==> src/rtl/arbitro_pulso_pkg.sv <==
// Shared definitions for the pulse arbiter: FSM state encoding and default sizing.
package arbitro_pulso_pkg;

  localparam int unsigned NPadrao       = 4;
  localparam int unsigned LarguraPadrao = 25;

  typedef enum logic [1:0] {
    StOcioso  = 2'd0,
    StGerando = 2'd1,
    StFim     = 2'd2
  } estado_e;

endpackage

==> src/rtl/contador_largura.sv <==
// Pulse-width counter: cleared while idle, counts up while enabled and
// saturates at LARGURA-1, flagging the last pulse cycle with fim.
module contador_largura
  import arbitro_pulso_pkg::*;
#(
  parameter int unsigned LARGURA = LarguraPadrao
) (
  input  logic clock,
  input  logic reset,
  input  logic limpa,
  input  logic habilita,
  output logic fim
);

  localparam int unsigned W = $clog2(LARGURA + 1);
  localparam logic [W-1:0] Ultima = W'(LARGURA - 1);

  logic [W-1:0] conta_q, conta_d;

  // Next count: clear has priority; hold at the last value instead of wrapping.
  always_comb begin
    conta_d = conta_q;
    if (limpa) begin
      conta_d = '0;
    end else if (habilita && !fim) begin
      conta_d = conta_q + 1'b1;
    end
  end

  // Count register with synchronous active-low reset.
  always_ff @(posedge clock) begin
    if (!reset) begin
      conta_q <= '0;
    end else begin
      conta_q <= conta_d;
    end
  end

  assign fim = (conta_q == Ultima);

endmodule

==> src/rtl/arbitro_pulso.sv <==
// Round-robin arbiter for a shared fixed-width pulse generator. The winner
// holds the grant through the pulse and one completion cycle; every output
// is decoded from registered state so no input reaches an output directly.
module arbitro_pulso
  import arbitro_pulso_pkg::*;
#(
  parameter int unsigned N       = NPadrao,
  parameter int unsigned LARGURA = LarguraPadrao
) (
  input  logic         clock,
  input  logic         reset,
  input  logic [N-1:0] pedido,
  input  logic [N-1:0] para,
  output logic [N-1:0] concede,
  output logic         pulso,
  output logic [N-1:0] pronto,
  output logic         interrompido,
  output logic         ocupado
);

  localparam int unsigned IW = (N > 1) ? $clog2(N) : 1;
  localparam logic [IW-1:0] UltimoReset = IW'(N - 1);

  estado_e       estado_q, estado_d;
  logic [N-1:0]  concede_q, concede_d;
  logic [IW-1:0] ultimo_q, ultimo_d;
  logic          aborto_q, aborto_d;
  logic          cont_limpa, cont_habilita, cont_fim;
  logic [IW-1:0] vencedor;

  // Scan upward from the requester after the last winner, wrapping at N.
  function automatic logic [IW-1:0] escolhe(input logic [N-1:0]  ped,
                                            input logic [IW-1:0] ult);
    logic [IW-1:0] v;
    logic          achou;
    int unsigned   idx;
    v     = ult;
    achou = 1'b0;
    for (int unsigned k = 1; k <= N; k++) begin
      idx = (32'(ult) + k) % N;
      if (!achou && ped[idx[IW-1:0]]) begin
        v     = idx[IW-1:0];
        achou = 1'b1;
      end
    end
    return v;
  endfunction

  assign vencedor = escolhe(pedido, ultimo_q);

  contador_largura #(
    .LARGURA (LARGURA)
  ) u_contador (
    .clock    (clock),
    .reset    (reset),
    .limpa    (cont_limpa),
    .habilita (cont_habilita),
    .fim      (cont_fim)
  );

  // Next-state logic: grant in idle, run/abort the pulse, one completion cycle.
  always_comb begin
    estado_d      = estado_q;
    concede_d     = concede_q;
    ultimo_d      = ultimo_q;
    aborto_d      = aborto_q;
    cont_limpa    = 1'b0;
    cont_habilita = 1'b0;
    unique case (estado_q)
      StOcioso: begin
        cont_limpa = 1'b1;
        if (|pedido) begin
          estado_d            = StGerando;
          concede_d           = '0;
          concede_d[vencedor] = 1'b1;
          ultimo_d            = vencedor;
          aborto_d            = 1'b0;
        end
      end
      StGerando: begin
        cont_habilita = 1'b1;
        // Abort wins over the final count so the strobe reports it.
        if (|(para & concede_q)) begin
          estado_d = StFim;
          aborto_d = 1'b1;
        end else if (cont_fim) begin
          estado_d = StFim;
        end
      end
      StFim: begin
        estado_d  = StOcioso;
        concede_d = '0;
      end
      default: begin
        estado_d  = StOcioso;
        concede_d = '0;
      end
    endcase
  end

  // State, grant and history registers with synchronous active-low reset.
  always_ff @(posedge clock) begin
    if (!reset) begin
      estado_q  <= StOcioso;
      concede_q <= '0;
      ultimo_q  <= UltimoReset;
      aborto_q  <= 1'b0;
    end else begin
      estado_q  <= estado_d;
      concede_q <= concede_d;
      ultimo_q  <= ultimo_d;
      aborto_q  <= aborto_d;
    end
  end

  // Output decode from registered state only.
  always_comb begin
    concede      = concede_q;
    pulso        = (estado_q == StGerando);
    ocupado      = (estado_q != StOcioso);
    pronto       = (estado_q == StFim) ? concede_q : '0;
    interrompido = (estado_q == StFim) && aborto_q;
  end

endmodule

==> config.mk <==
export PLATFORM = sky130hd
export DESIGN_NAME = arbitro_pulso
export DESIGN_NICKNAME = d
export VERILOG_FILES = /design/src/rtl/arbitro_pulso_pkg.sv /design/src/rtl/contador_largura.sv /design/src/rtl/arbitro_pulso.sv
export SDC_FILE = /design/constraint.sdc
export NUM_CORES = 1
export LEC_CHECK = 0
export BUFFER_PORTS_ARGS = -buffer_cell sky130_fd_sc_hd__buf_2
export CAP_MARGIN = 20
export CORE_AREA = 2 2 43 45
export CTS_CLUSTER_SIZE = 24
export DETAILED_ROUTE_END_ITERATION = 8
export DIE_AREA = 0 0 45 47
export GPL_TIMING_DRIVEN = 0
export PLACE_DENSITY = 0.77
export SYNTH_ARGS = -nofsm -noshare
export SYNTH_HDL_FRONTEND = slang
export SYNTH_SLANG_ARGS = --single-unit
==> constraint.sdc <==
create_clock -name clock -period 1.3 [get_ports clock]
set_input_delay 0.13 -clock clock [delete_from_list [all_inputs] [get_ports clock]]
set_output_delay 0.13 -clock clock [all_outputs]
set_load 0.05 [all_outputs]
==> run metrics <==
total CTS buffers=3; Seq. cell area=287 µm²; crit start category=register; Max stage delay on crit path=0.35 ns; Fill cells=156; clk sinks=14; Syn Nets=100; Max-cap violations=0; Gate power share=0.407; global-route usage over all layers=0.180; Synth Flop Type=dfxtp_1; FP Rows=15; CTS tree=built; Tmin final=1.32 ns; Leak=0.411 nW; # nets final=126; slowest CP cell=dfxtp_2; Worst Reg2Reg Path Length in Cells=4; maximum clock path buffer count=2; via count=713; Pint=0.781 mW; Die H=47 µm; global-route wire length before repair=2710 µm; Core ar.=0.00165 mm²; area grow syn2layout=30.8%; hold crit path type=input port to register; Async SR Flop Fraction=0; DR WL/cell=12.7 µm; Yosys cell types=36; Mapped Avg Cell Area=8.63 µm²; violation count after the first detailed-route iteration=14; final wirelength=1640 µm; final slew viol count=0; violated checks=negative setup slack; Worst Tran Pin Value=0.375 ns; clk root buf=clkbuf_4; multi-input logic area=488 µm²; RePlAce Congestion=0.757; fin crit share=1.02; top cells by area, synth=dfxtp_1 (37%), nand2_1 (5.9%), and2_1 (4.1%); fin cells=129; Antenna Violating Nets Remaining=0; Slew HR=0.750; Sequential Power Share=0.410; Fmax achieved=758 MHz; Overflow after GRT=0; initial antenna violation count=0; DR vias/cell=5.53; Final setup violation count=6; sequential area share after synthesis=0.369; worst slack, placed=0.00901 ns; sw frac=0.380; most numerous cell in the Yosys netlist=dfxtp_1; post-synth top area share=0.369; CP required=1.17 ns; synth cell count leaders=dfxtp_1 (14), nand2_1 (12), nor2_1 (8); Post-Syn Area=759 µm²; Post-Synthesis Cells=88; IO Pins=21; Initial Utilization=0.460; I/O Buffers=20; Die ar.=0.00212 mm²; CP endpoint kind=output port; FF+latch count, synth=14; worst vdd ir=0.000731 V; Skew-Pair Late Insertion Delay=0.27 ns; RSZ-0062 raised after global routing=yes; hpwl dp=1250 µm; Post-synth EDFFs=0; antenna fix cells=0; hold depth=3; Worst Path Class, Setup=register to output port; cts hold-fix bufs=0; Crit path arrival time=1.19 ns; pwr dens=1270 mW/mm²; YS warnings=0; CTS H-tree depth=1; vias in the first global route=662; CTS clk-pin slew, worst paths=0.08 ns; drt first pass iters=4; final setup TNS=-0.0834 ns; Cell Chain, Critical Path=and2b_2 -> and2_1 -> buf_6; fin worst setup slack=-0.0200 ns; Final Hold Viols=0; Die X=45 µm; Inst Count DP=125; # DRC=0; Switching Power=0.480 mW; ratio of cells with drive above 1 in the final layout=0.402; largest fanout on the critical path=5; status=complete, but fails checks; Final Skew=0.00178 ns; Clock Power Share=0.183; Synth area leader=dfxtp_1; largest net degree at the start of global routing=11
## routing by layer
layer	vias up	wire length [µm]	track usage
met5	-	0	0
met4	0	36	0.0824
met3	4	33	0.0538
met2	13	859	0.334
met1	338	707	0.187
li1	358	-	-
## worst paths after layout
kind / start / to / slack (ns)
max: estado_q[0]$_SDFFE_PN0P_ / pronto[0] / -0.02
min: reset / concede[1]$_SDFFE_PN0P_ / 0.16
max reg2reg: estado_q[1]$_SDFFE_PN0P_ / concede[2]$_SDFFE_PN0P_ / -0.01
min reg2reg: u_contador.conta_q[1]$_SDFFE_PP0P_ / u_contador.conta_q[1]$_SDFFE_PP0P_ / 0.49
## cell type report
cell class,instances,area share
timing repair buffer,21,0.146
clock buffer,3,0.0227
sequential,14,0.288
tap,17,0.0214
inverter,2,0.00756
multi-input combinational,69,0.491
buffer,3,0.0227
## cells in the final DEF, fill, tap and decap left out, types with 3 or more instances in the layout
| cell type | n |
|---|---|
| buf_6 | 7 |
| clkbuf_4 | 3 |
| dfxtp_1 | 9 |
| xor2_1 | 3 |
| nand2_1 | 12 |
| dfxtp_2 | 5 |
| a22oi_1 | 3 |
| nand4_1 | 3 |
| and2_4 | 3 |
| nor2_1 | 7 |
| nand3_1 | 4 |
| buf_2 | 14 |
| nor2b_1 | 3 |
## what timing repair did
item	in CTS	in global routing
resized for setup	16	13
pin swaps	1	2
endpoints found under the setup margin	9	14
buffers inserted	0	1
## logic make-up (layout without fill, tap and decap cells)
group / count (synthesis) / count (layout) / synth area share
AO/OA/AOI/OAI: 14 / 14 / 0.138
XOR/XNOR: 4 / 4 / 0.0461
adder cells (fa/ha/maj): 2 / 2 / 0.0329
buffers and inverters: 5 / 29 / 0.0313
flip-flops: 14 / 14 / 0.369
multiplexers: 1 / 1 / 0.0132
AND/OR/NAND/NOR: 48 / 48 / 0.369
## state kept, by name (all words and copies together) (netlist names)
| register | flops |
|---|---|
| aborto_q | 1 |
| concede | 4 |
| estado_q | 2 |
| u_contador.conta_q | 5 |
| ultimo_q | 2 |
## worst max-delay path, delay by kind of cell (launching register included)
family | cells | cell delay, ns
flops | 1 | 0.35
buf+inv | 1 | 0.15
simple gates | 2 | 0.42
## through the flow
stage	total power [mW]	utilization	cell area [µm²]	hold slack, ns
detailed placement	0.980	0.533	881	0.438
floorplan	0.875	-	759	0.280
global placement	0.970	0.533	881	0.443
CTS	1.23	0.573	947	0.152
global route	1.34	0.602	993	0.168
finish	1.26	0.602	993	0.159
## power groups by stage
| stage | clock network [mW] | logic, mW | registers, mW |
|---|---|---|---|
| 5_1_grt | 0.266 | 0.554 | 0.523 |
| 3_3_place_gp | 0 | 0.452 | 0.518 |
| 3_5_place_dp | 0 | 0.459 | 0.522 |
| 6_report | 0.231 | 0.513 | 0.517 |
| 2_1_floorplan | 0 | 0.306 | 0.570 |
| 4_1_cts | 0.242 | 0.472 | 0.514 |
No activity file was read; power rests on OpenSTA's default activity.
